File: config.mk
export PLATFORM = sky130hd
export DESIGN_NAME = row_buff_ctrl
export DESIGN_NICKNAME = d
export VERILOG_FILES = /design/src/rtl/row_buff_ctrl.sv
export SDC_FILE = /design/constraint.sdc
export NUM_CORES = 1
export LEC_CHECK = 0
export CAP_MARGIN = 20
export CORE_ASPECT_RATIO = 1.2
export CORE_UTILIZATION = 46
export CTS_CLUSTER_SIZE = 40
export DETAILED_ROUTE_END_ITERATION = 12
export PLACE_DENSITY = 0.87
export SLEW_MARGIN = 15
export SYNTH_ARGS = -nofsm -noshare
export SYNTH_HDL_FRONTEND = slang
export SYNTH_SLANG_ARGS = --single-unit
File: constraint.sdc
create_clock -name clk -period 12.3 [get_ports clk]
set_clock_uncertainty 0.2 [all_clocks]
set_input_delay 1.845 -clock clk [delete_from_list [all_inputs] [get_ports clk]]
set_output_delay 1.845 -clock clk [all_outputs]
set_load 0.05 [all_outputs]
File: src/rtl/row_buff_ctrl.sv
// -----------------------------------------------------------------------------
// row_buff_ctrl
//   Sequencer for a three-row line buffer that feeds a 3-row sliding window.
//   Incoming beats are written round-robin into row buffers 0..2. Once two
//   full rows are stored, each new beat is also read out of the two older
//   buffers. The current beat is registered so that it lines up with the
//   one-cycle row-buffer read latency.
//
// Ports
//   clk, areset          clock, asynchronous active-high reset
//   in_valid/in_ready    input beat handshake
//   in_data              input beat (also the write data of all row buffers)
//   flush                synchronous frame abort
//   wr_en[2:0]           per-buffer write enables (combinational)
//   rd_en[2:0]           per-buffer read enables (combinational)
//   buf_rstn             active-low pointer reset to the row buffers
//   top_sel, mid_sel     buffer holding window row r-2 / r-1
//   out_valid/out_ready  window handshake
//   out_bot              registered current-row beat
//   out_row, out_col     coordinates of out_bot
//   frame_done           one-cycle pulse after the last beat of a frame
// -----------------------------------------------------------------------------
module row_buff_ctrl #(
  parameter  int PIXELS_PER_BEAT = 16,
  parameter  int PIXEL_WIDTH     = 8,
  parameter  int IMAGE_DIM       = 512,
  localparam int DATA_WIDTH      = PIXEL_WIDTH * PIXELS_PER_BEAT,
  localparam int BEATS           = IMAGE_DIM / PIXELS_PER_BEAT,
  localparam int CW              = $clog2(BEATS),
  localparam int RW              = $clog2(IMAGE_DIM)
) (
  input  logic                  clk,
  input  logic                  areset,
  input  logic                  in_valid,
  output logic                  in_ready,
  input  logic [DATA_WIDTH-1:0] in_data,
  input  logic                  flush,
  output logic [2:0]            wr_en,
  output logic [2:0]            rd_en,
  output logic                  buf_rstn,
  output logic [1:0]            top_sel,
  output logic [1:0]            mid_sel,
  output logic                  out_valid,
  input  logic                  out_ready,
  output logic [DATA_WIDTH-1:0] out_bot,
  output logic [RW-1:0]         out_row,
  output logic [CW-1:0]         out_col,
  output logic                  frame_done
);

  typedef enum logic {FILL, STREAM} state_e;

  state_e                state_q, state_d;
  logic [CW-1:0]         col_q, col_d;
  logic [RW-1:0]         row_q, row_d;
  logic [1:0]            wr_idx_q, wr_idx_d;
  logic                  out_valid_q, out_valid_d;
  logic                  frame_done_q, frame_done_d;
  logic [DATA_WIDTH-1:0] out_bot_q, out_bot_d;
  logic [RW-1:0]         out_row_q, out_row_d;
  logic [CW-1:0]         out_col_q, out_col_d;
  logic [1:0]            top_sel_q, top_sel_d;
  logic [1:0]            mid_sel_q, mid_sel_d;
  logic                  rst_done_q, rst_done_d;

  logic       accept;
  logic       last_col;
  logic       last_row;
  logic [1:0] top_idx;
  logic [1:0] mid_idx;

  // Back-pressure only when a window is waiting and downstream is stalled.
  // Flush and reset both block acceptance so no buffer is touched then.
  assign in_ready = (~out_valid_q | out_ready) & ~flush & ~areset;
  assign accept   = in_valid & in_ready;

  assign last_col = (col_q == CW'(BEATS - 1));
  assign last_row = (row_q == RW'(IMAGE_DIM - 1));

  // The two buffers not being written hold the previous two rows, oldest
  // first in rotation order after the write buffer.
  always_comb begin
    // NOTE: every combinational output gets a default first so no latch is inferred.
    top_idx = 2'd1;
    mid_idx = 2'd2;
    case (wr_idx_q)
      2'd1:    begin top_idx = 2'd2; mid_idx = 2'd0; end
      2'd2:    begin top_idx = 2'd0; mid_idx = 2'd1; end
      default: begin top_idx = 2'd1; mid_idx = 2'd2; end
    endcase
  end

  assign wr_en = accept ? (3'b001 << wr_idx_q) : 3'b000;
  assign rd_en = (accept && state_q == STREAM)
               ? ((3'b001 << top_idx) | (3'b001 << mid_idx)) : 3'b000;

  // Pointer reset is held through reset and the first clock after it, and
  // for the cycle a flush is presented.
  assign buf_rstn = rst_done_q & ~flush;

  always_comb begin
    // NOTE: combinational next-state logic uses blocking '='; the flops use '<='.
    state_d      = state_q;
    col_d        = col_q;
    row_d        = row_q;
    wr_idx_d     = wr_idx_q;
    out_valid_d  = out_valid_q;
    frame_done_d = 1'b0;
    out_bot_d    = out_bot_q;
    out_row_d    = out_row_q;
    out_col_d    = out_col_q;
    top_sel_d    = top_sel_q;
    mid_sel_d    = mid_sel_q;
    rst_done_d   = 1'b1;

    if (flush) begin
      state_d     = FILL;
      col_d       = '0;
      row_d       = '0;
      wr_idx_d    = 2'd0;
      out_valid_d = 1'b0;
    end else begin
      if (out_valid_q && out_ready) out_valid_d = 1'b0;

      if (accept) begin
        if (state_q == STREAM) begin
          out_bot_d   = in_data;
          out_row_d   = row_q;
          out_col_d   = col_q;
          top_sel_d   = top_idx;
          mid_sel_d   = mid_idx;
          out_valid_d = 1'b1;
        end

        if (!last_col) begin
          col_d = col_q + CW'(1);
        end else begin
          col_d = '0;
          if (last_row) begin
            // Final beat of the frame: rewind everything for the next one.
            row_d        = '0;
            wr_idx_d     = 2'd0;
            state_d      = FILL;
            frame_done_d = 1'b1;
          end else begin
            row_d    = row_q + RW'(1);
            wr_idx_d = (wr_idx_q == 2'd2) ? 2'd0 : wr_idx_q + 2'd1;
            if (row_q == RW'(1)) state_d = STREAM;
          end
        end
      end
    end
  end

  always_ff @(posedge clk or posedge areset) begin
    if (areset) begin
      state_q      <= FILL;
      col_q        <= '0;
      row_q        <= '0;
      wr_idx_q     <= 2'd0;
      out_valid_q  <= 1'b0;
      frame_done_q <= 1'b0;
      out_bot_q    <= '0;
      out_row_q    <= '0;
      out_col_q    <= '0;
      top_sel_q    <= 2'd0;
      mid_sel_q    <= 2'd0;
      rst_done_q   <= 1'b0;
    end else begin
      state_q      <= state_d;
      col_q        <= col_d;
      row_q        <= row_d;
      wr_idx_q     <= wr_idx_d;
      out_valid_q  <= out_valid_d;
      frame_done_q <= frame_done_d;
      out_bot_q    <= out_bot_d;
      out_row_q    <= out_row_d;
      out_col_q    <= out_col_d;
      top_sel_q    <= top_sel_d;
      mid_sel_q    <= mid_sel_d;
      rst_done_q   <= rst_done_d;
    end
  end

  assign out_valid  = out_valid_q;
  assign frame_done = frame_done_q;
  assign out_bot    = out_bot_q;
  assign out_row    = out_row_q;
  assign out_col    = out_col_q;
  assign top_sel    = top_sel_q;
  assign mid_sel    = mid_sel_q;

endmodule
==> results of run 1 <==
-- metrics by stage --
step                area [µm²]  total power [mW]  worst slack (ns)  utilization
floorplan                 6610             0.733              5.42            -
global placement          9570             0.844              5.94        0.687
detailed placement        9570             0.851              5.86        0.687
CTS                      10200              1.42              5.83        0.732
global route             10200              1.45              5.68        0.732
finish                   10200              1.40              5.82        0.732
-- cell usage after synthesis --
cell type | instances | area [µm²]
dfrtp_1 | 165 | 4130
mux2_1 | 83 | 935
mux2_2 | 50 | 563
nand2_1 | 16 | 60.1
a21oi_1 | 13 | 65.1
mux2_4 | 10 | 150
o21ai_0 | 10 | 50.1
ha_1 | 9 | 113
buf_6 | 8 | 90.1
and3_1 | 7 | 43.8
buf_2 | 7 | 35.0
nor2_1 | 6 | 22.5
clkbuf_1 | 5 | 18.8
and2_1 | 4 | 25.0
buf_4 | 4 | 30.0
inv_1 | 4 | 15.0
nor3_1 | 4 | 20.0
a31oi_1 | 3 | 18.8
nand3_1 | 3 | 15.0
nand4_1 | 3 | 18.8
or4_1 | 3 | 22.5
or4b_1 | 3 | 30.0
o31ai_1 | 2 | 15.0
or3_1 | 2 | 12.5
or3b_2 | 2 | 17.5
a41oi_1 | 1 | 8.76
and4_1 | 1 | 8.76
conb_1 | 1 | 3.75
nand2b_1 | 1 | 6.26
nand3b_1 | 1 | 7.51
nand4_2 | 1 | 12.5
nor2_4 | 1 | 11.3
nor2b_1 | 1 | 6.26
nor3b_1 | 1 | 7.51
nor4b_1 | 1 | 8.76
o22a_1 | 1 | 8.76
xnor2_1 | 1 | 8.76
-- cell families after synthesis --
logic type,synth area share
compound gates,0.0252
xor+xnor,0.00132
fa+ha+maj,0.0170
buf+inv,0.0286
flops,0.624
mux,0.249
other cells,0.000567
simple gates,0.0539
-- final cells by class --
cell class	instances	area [µm²]
clock inverter	12	175
fill	916	3730
inverter	4	20.0
tap	171	214
sequential	165	4130
clock buffer	20	457
multi-input combinational	245	2300
timing repair buffer	291	2910
-- state kept, by name, summed over array words and instances (netlist names) --
register / flops
wr_idx_q: 2
mid_sel: 1
out_col: 5
out_row: 9
out_valid: 1
col_q: 5
frame_done: 1
row_q: 9
out_bot: 128
top_sel: 2
rst_done_q: 1
state_q: 1
-- worst max-delay path, delay by kind of cell --
family | cells | cell delay (ns)
buffers and inverters | 2 | 1.65
and+or+nand+nor | 3 | 0.93
-- layer usage --
layer / vias to the layer above / routed length, µm / GRT usage
met5: - / 0 / 0
met4: 0 / 712 / 0.129
met3: 48 / 1560 / 0.0928
met2: 227 / 9150 / 0.429
met1: 2367 / 6240 / 0.258
li1: 2123 / - / -
-- worst paths after layout --
check	cells past startpoint	end	startpoint	slack, ns
min	1	out_bot[37]	out_bot[37]	0.29
max reg2reg	5	out_bot[111]	out_valid	9.05
max	5	rd_en[0]	flush	5.82
min in group asynchronous	2	wr_idx_q[1]	areset	1.88
max in group asynchronous	3	out_bot[18]	areset	8.80
min reg2reg	1	out_bot[37]	out_bot[37]	0.29
-- report_power, final --
group	leakage (nW)	total (mW)	internal, mW	switching (mW)
combinational	2.23	0.251	0.103	0.149
clock	0.303	0.564	0.351	0.213
sequential	2.26	0.588	0.572	0.0165
total	4.79	1.40	1.03	0.378
==> run_results.csv, run 1 <==
group,metric,value,unit
run_status,status,"finished, violations left",
run_status,failed_checks,"design-rule violations",
clock_tree,post_cts_buffers,0,
setup_path,slowest_stage,"clkdlybuf4s50_1",
cells_and_area,final_cell_mix,"288 x clkdlybuf4s50_1, 165 x dfrtp_1, 83 x mux2_1",
min_path,hp-class,"reg -> reg",
route,wirelength,17700,µm
placed_design,port_buffers,288,
timing,finalSetupViolCount,0,
global_route,grt_pass1_vias,5267,
floorplan,core_area,13900,µm²
clock_tree,clk_latency,0.42,ns
clock_tree,cts_buffer_depth,2,
setup_path,cp_cell_sequence,"clkdlybuf4s50_1 > nor2_4 > and3_1 > and3_1 > clkdlybuf4s50_1",
flow_run,maxCapViolations,0,
setup_path,critPathArrivalTime,4.44,ns
global_route,grt_overflow_total,0,
clock_tree,cts_resized,0,
synthesis,ys_ff_latch,165,
cells_and_area,nets,866,
global_route,grt.total_usage,0.246,
route,drtIter0Drc,271,
power,ir_drop,0.0000910,V
route,viasPerCell,5.25,
setup_path,critical_path_required,10.26,ns
timing,fmax,0.154,GHz
floorplan,row_count,47,
cells_and_area,syn_to_final_growth,54.4,%
synthesis,netlist_instances,438,
setup_path,end_kind,"output port",
placed_design,placed_cells,876,
timing,rsz0062_at_grt,"false",
floorplan,design.portCount,289,
route,firstDrtPassIters,8,
timing,setup-tns-final,0,ns
synthesis,seq_area_frac_synth,0.624,
clock_tree,hold_buffers,0,
cells_and_area,final_cells,908,
clock_tree,clock_sinks,165,
floorplan,die_x,111,µm
synthesis,syn_avg_cell_area,15.1,µm²
global_route,antenna_found_initial,0,
route,wl_per_cell,19.5,µm
setup_path,max_stage_delay,0.85,ns
cells_and_area,antenna_cells,0,
clock_tree,cts_made_buffers,17,
floorplan,die_h,133,µm
setup_path,cp_max_fo,22,
setup_path,criticalPathCategory,"in -> out",
timing,hold_slack,0.291,ns
route,num_vias,4765,
timing,finalCritPeriodShare,0.527,
placed_design,hpwl,12900,µm
timing,max_slew.worst_pin.slew,1.04,ns
clock_tree,cts_tree,"yes",
timing,period_minus_slack,6.48,ns
global_route,grt_max_degree,86,
timing,max_slew_margin,0.305,
global_route,grt_first_pass_wirelength,27700,µm
floorplan,die_area,14900,µm²
cells_and_area,drive_above_1_share,0.134,
power,power_per_cell_area,137,nW/µm²
timing,hold_viol,0,
synthesis,yosys_warnings,0,
placed_design,place.gp.congestion,0.794,
synthesis,yosysUniqueCellTypes,37,
setup_path,cp-start-kind,"input port",
route,ant_nets,0,
power,leakagePower,4.79,nW
clock_tree,htreeDepth,4,
synthesis,synth_nets,580,
clock_tree,cts.clk_slew.worst_paths,0.06,ns
clock_tree,root_buffer,"clkbuf_16",
floorplan,initial_utilization,0.475,
timing,report.final.slew_viol_count,0,
route,drc_errors,24,
cells_and_area,layout_commonest_cell,"clkdlybuf4s50_1",
synthesis,mappedNetlistArea,6610,µm²
(Power assumes the default switching activity.)
==> inputs of run 2 (changes only) <==
--- a/config.mk
+++ b/config.mk
@@ -7,10 +7,10 @@
 export LEC_CHECK = 0
 export CAP_MARGIN = 20
 export CORE_ASPECT_RATIO = 1.2
-export CORE_UTILIZATION = 46
+export CORE_UTILIZATION = 42
 export CTS_CLUSTER_SIZE = 40
 export DETAILED_ROUTE_END_ITERATION = 12
-export PLACE_DENSITY = 0.87
+export PLACE_DENSITY = 0.8
 export SLEW_MARGIN = 15
 export SYNTH_ARGS = -nofsm -noshare
 export SYNTH_HDL_FRONTEND = slang
==> constraint.sdc (replaced) <==
create_clock -name clk -period 6 [get_ports clk]
set_clock_uncertainty 0.2 [all_clocks]
set_input_delay 0.9 -clock clk [delete_from_list [all_inputs] [get_ports clk]]
set_output_delay 0.9 -clock clk [all_outputs]
set_load 0.05 [all_outputs]
==> run 2 against run 1 <==
The run now ends clean; largest cell class unchanged; critical path type unchanged; die area is 9.4% higher; global-route usage is 3.3 points lower; flip-flop and latch count stayed put; sequential power is 100% higher; total power is 97% higher; worst hold slack worse by 0.0040 ns; cell count is 3.6% higher.
==> run_results.csv, run 2 (synthesis results as in run 1) <==
group,metric,value,unit
setup_path,cp_max_fo,22,
route,wirelength,16700,µm
floorplan,die_h,139,µm
clock_tree,cts_buffer_depth,2,
floorplan,row_count,49,
cells_and_area,nets,866,
route,num_vias,4659,
global_route,grt_overflow_total,0,
flow_run,maxCapViolations,0,
route,viasPerCell,4.95,
global_route,antenna_found_initial,0,
setup_path,cp_cell_sequence,"clkdlybuf4s50_1 > nor2_4 > and3_1 > and3_1 > clkdlybuf4s50_1",
clock_tree,post_cts_buffers,0,
setup_path,critPathArrivalTime,3.52,ns
min_path,hp-class,"reg -> reg",
cells_and_area,drive_above_1_share,0.128,
timing,finalSetupViolCount,0,
run_status,status,"finished, final reports clean",
timing,finalCritPeriodShare,0.769,
power,power_per_cell_area,271,nW/µm²
timing,max_slew_margin,0.354,
timing,report.final.slew_viol_count,0,
power,leakagePower,4.76,nW
power,total_power,2.76,mW
clock_tree,cts.clk_slew.worst_paths,0.06,ns
floorplan,core_area,15200,µm²
cells_and_area,final_cells,941,
clock_tree,htreeDepth,4,
cells_and_area,utilization,0.669,
setup_path,critical_path_required,4.90,ns
cells_and_area,largest_reg_flops,128,
global_route,grt.total_usage,0.213,
floorplan,die_area,16300,µm²
floorplan,design.portCount,289,
cells_and_area,syn_to_final_growth,53.9,%
placed_design,postPlaceCellArea,9610,µm²
floorplan,die_x,117,µm
clock_tree,cts_made_buffers,17,
placed_design,dp_slack,1.43,ns
clock_tree,root_buffer,"clkbuf_16",
cells_and_area,final_cell_mix,"288 x clkdlybuf4s50_1, 165 x dfrtp_1, 83 x mux2_1",
placed_design,placed_cells,909,
setup_path,criticalPathCategory,"in -> out",
timing,setup_ws,1.38,ns
route,drtIter0Drc,235,
timing,fmax,0.217,GHz
timing,setup-tns-final,0,ns
timing,period_minus_slack,4.62,ns
setup_path,slowest_stage,"clkdlybuf4s50_1",
timing,max_slew.worst_pin.slew,0.969,ns
clock_tree,hold_buffers,0,
power,ir_drop,0.000213,V
route,ant_nets,0,
route,wl_per_cell,17.7,µm
setup_path,max_stage_delay,0.86,ns
timing,hold_slack,0.287,ns
setup_path,cp-start-kind,"input port",
cells_and_area,final_area,10200,µm²
timing,hold_viol,0,
placed_design,place.gp.congestion,0.769,
clock_tree,clock_sinks,165,
floorplan,initial_utilization,0.435,
route,firstDrtPassIters,4,
route,drc_errors,0,
cells_and_area,antenna_cells,0,
clock_tree,cts_tree,"yes",
setup_path,end_kind,"output port",
clock_tree,clk_latency,0.42,ns
clock_tree,cts_resized,0,
global_route,grt_first_pass_wirelength,26200,µm
global_route,grt_pass1_vias,5069,
placed_design,port_buffers,288,
global_route,grt_max_degree,96,
timing,rsz0062_at_grt,"false",
placed_design,hpwl,12200,µm
cells_and_area,layout_commonest_cell,"clkdlybuf4s50_1",
-- run 2: cell types whose count changed in the layout (fill, tap and decap cells not counted) --
cell,delta
clkbuf_1,+5
bufinv_16,-2
clkinvlp_4,-2
buf_4,+1
buf_6,-1
clkbuf_8,-1
clkinv_4,+1
inv_6,-1
-- run 2: critical path: cells and delay by family --
| kind | cells | cell delay (ns) |
|---|---|---|
| buffers and inverters | 2 | 1.66 |
| and+or+nand+nor | 3 | 0.95 |
-- run 2: worst paths after layout --
check                           cells past startpoint  slack [ns]          end   startpoint
worst max-delay path                                5        1.38     rd_en[0]        flush
min in group asynchronous                           2        0.91     col_q[0]       areset
worst max register to register                      6        3.21     row_q[7]     col_q[0]
worst min register to register                      1        0.29  out_bot[78]  out_bot[78]
worst min-delay path                                1        0.29  out_bot[78]  out_bot[78]
max in group asynchronous                           3        3.26  out_bot[31]       areset
-- run 2: report_power, final --
group          internal [mW]  total [mW]  switching, mW
Sequential              1.17        1.20         0.0324
Combinational          0.210       0.511          0.301
Clock                  0.624        1.04          0.420
-- run 2: routing by layer --
layer  track usage  share of wire
met5             0              0
met4        0.0806          0.022
met3        0.0910           0.11
met2         0.372           0.51
met1         0.223           0.35
-- run 2: area by class of cell --
cell class                      count  area (µm²)
Sequential cell                   165        4130
Tap cell                          204         255
Clock buffer                       24         462
Fill cell                        1174        5030
Inverter                            4        20.0
Timing Repair Buffer              291        2910
Clock inverter                      8         100
Multi-Input combinational cell    245        2300
==> inputs of run 3 (changes only) <==
--- a/config.mk
+++ b/config.mk
@@ -7,10 +7,10 @@
 export LEC_CHECK = 0
 export CAP_MARGIN = 20
 export CORE_ASPECT_RATIO = 1.2
-export CORE_UTILIZATION = 42
+export CORE_UTILIZATION = 38
 export CTS_CLUSTER_SIZE = 40
 export DETAILED_ROUTE_END_ITERATION = 12
-export PLACE_DENSITY = 0.8
+export PLACE_DENSITY = 0.76
 export SLEW_MARGIN = 15
 export SYNTH_ARGS = -nofsm -noshare
 export SYNTH_HDL_FRONTEND = slang
==> constraint.sdc (replaced) <==
create_clock -name clk -period 4 [get_ports clk]
set_clock_uncertainty 0.2 [all_clocks]
set_input_delay 0.6 -clock clk [delete_from_list [all_inputs] [get_ports clk]]
set_output_delay 0.6 -clock clk [all_outputs]
set_load 0.05 [all_outputs]
==> run 3 against run 2 <==
Global-route usage down 2.3 points; non-clock buffer count increased by 4; worst hold slack worse by 0.0027 ns; cell count grew 1.7%; utilization shrank 5.9 points; critical path type unchanged; largest cell class unchanged; highest routed layer unchanged.
==> run_results.csv, run 3 (synthesis results as in run 1) <==
group,metric,value,unit
timing,period_minus_slack,3.11,ns
setup_path,cp.depth,4,
floorplan,row_count,52,
cells_and_area,layout_commonest_cell,"clkdlybuf4s50_1",
timing,fmax,0.321,GHz
setup_path,end_kind,"output port",
power,seqPwrFrac,0.412,
run_status,status,"finished, final reports clean",
power,p_sw_frac,0.267,
setup_path,cp_max_fo,8,
setup_path,r2r_cells,6,
route,wl_per_cell,17.0,µm
floorplan,die_x,122,µm
power,total_power,4.38,mW
setup_path,r2r_start,"col_q[0]",
setup_path,critical_path_required,3.20,ns
route,firstDrtPassIters,4,
power,p_clk_frac,0.412,
timing,max_slew_margin,0.429,
clock_tree,cts.clk_slew.worst_paths,0.06,ns
cells_and_area,drive_above_1_share,0.148,
timing,finalSetupViolCount,0,
placed_design,place.gp.congestion,0.783,
setup_path,crit_buf_inv,2,
power,ir_drop,0.000222,V
cells_and_area,syn_to_final_growth,56.2,%
route,ant_nets,0,
floorplan,initial_utilization,0.391,
timing,hold_slack,0.285,ns
setup_path,criticalPathCategory,"in -> out",
setup_path,crit_family,"buffers and inverters",
floorplan,die_area,17900,µm²
flow_run,maxCapViolations,0,
clock_tree,clk_latency,0.42,ns
global_route,grt_max_degree,68,
cells_and_area,nets,870,
global_route,antenna_found_initial,0,
timing,report.final.slew_viol_count,0,
setup_path,slowest_stage,"clkdlybuf4s50_1",
route,wirelength,16300,µm
clock_tree,cts_buffer_depth,2,
route,drc_errors,0,
route,viasPerCell,4.88,
route,num_vias,4672,
power,power.internal,3.21,mW
clock_tree,hold_buffers,0,
global_route,grt_first_pass_wirelength,26500,µm
timing,finalCritPeriodShare,0.779,
floorplan,design.portCount,289,
clock_tree,root_buffer,"clkbuf_16",
clock_tree,htreeDepth,4,
setup_path,cp-start-kind,"input port",
setup_path,cp-endpoint,"in_ready",
setup_path,crit_start,"out_ready",
placed_design,port_buffers,288,
setup_path,crit_top_cell,"clkdlybuf4s50_1",
timing,hold_viol,0,
setup_path,max_stage_delay,0.80,ns
global_route,grt.total_usage,0.190,
setup_path,critPathArrivalTime,2.31,ns
setup_path,cp_cell_sequence,"clkdlybuf4s50_1 > nand2b_1 > and2_1 > clkdlybuf4s50_1",
min_path,hp-class,"reg -> reg",
setup_path,rrSetupSlack,1.14,ns
setup_path,r2r-end,"row_q[7]",
global_route,grt_overflow_total,0,
clock_tree,post_cts_buffers,0,
global_route,grt_pass1_vias,5071,
placed_design,hpwl,12100,µm
power,power_per_cell_area,424,nW/µm²
floorplan,die_h,147,µm
clock_tree,cts_made_buffers,17,
power,leakagePower,4.84,nW
min_path,hold_path_depth,2,
clock_tree,clock_sinks,165,
cells_and_area,largest_reg_flops,128,
timing,max_slew.worst_pin.slew,0.857,ns
cells_and_area,fillers,1308,
clock_tree,cts_resized,0,
floorplan,core_area,16900,µm²
cells_and_area,final_cells,957,
clock_tree,cts_tree,"yes",
cells_and_area,final_cell_mix,"282 x clkdlybuf4s50_1, 165 x dfrtp_1, 83 x mux2_1",
cells_and_area,antenna_cells,0,
timing,rsz0062_at_grt,"false",
power,power_switching,1.17,mW
placed_design,placed_cells,925,
power,comb_power_share,0.175,
route,drtIter0Drc,275,
==> run 3: cell types whose count changed in the layout (fill, tap and decap cells not counted), moves of 2 or more <==
cell             previous run  this run
buf_4                       3        11
bufinv_16                   2         5
clkdlybuf4s50_1           288       282
buf_12                      0         2
clkinvlp_4                  1         3
clkbuf_1                    6         0
inv_6                       2         4
==> run 3: through the flow <==
step / utilization / setup slack, ns / setup TNS (ns) / area [µm²]
after detailed placement: 0.572 / 0.894 / 0 / 9670
after global placement: 0.572 / 0.914 / 0 / 9670
after CTS: 0.611 / 0.883 / 0 / 10300
final: 0.611 / 0.885 / 0 / 10300
after global routing: 0.611 / 0.823 / 0 / 10300
after floorplan: - / -0.303 / -0.800 / 6620
==> run 3: power by group through the flow <==
stage	clock, mW	combinational, mW	sequential [mW]
after detailed placement	0	0.773	1.84
after global routing	1.93	0.804	1.82
final	1.81	0.767	1.81
after floorplan	0	0.111	2.14
after global placement	0	0.762	1.83
after CTS	1.85	0.776	1.81
==> run 3: final cells by class <==
class	count	area (µm²)	area share
Multi-Input combinational cell	245	2300	0.223
Sequential cell	165	4130	0.400
Clock inverter	14	221	0.0214
Inverter	4	18.8	0.00182
Timing Repair Buffer	295	2950	0.285
Tap cell	216	270	0.0262
Clock buffer	18	439	0.0425
==> run 3: per-layer routing <==
layer / global-route usage / wire, µm
met2: 0.335 / 8480
met3: 0.0563 / 1410
met4: 0.0665 / 304
met5: 0 / 0
met1: 0.214 / 6090
==> run 3: worst min-delay path: stages, from the launching register on <==
cell and delay (ns):
dfrtp_1 0.35, nand2_1 0.04, o21ai_0 0.06
==> run 3: worst min-delay path by stage <==
stage / startpoint / endpoint
after CTS: out_bot[54] / out_bot[54]
after detailed placement: out_bot[34] / out_bot[34]
after floorplan: col_q[3] / out_col[3]
after global placement: out_row[1] / out_row[1]
final: out_row[1] / out_row[1]
after global routing: out_bot[80] / out_bot[80]
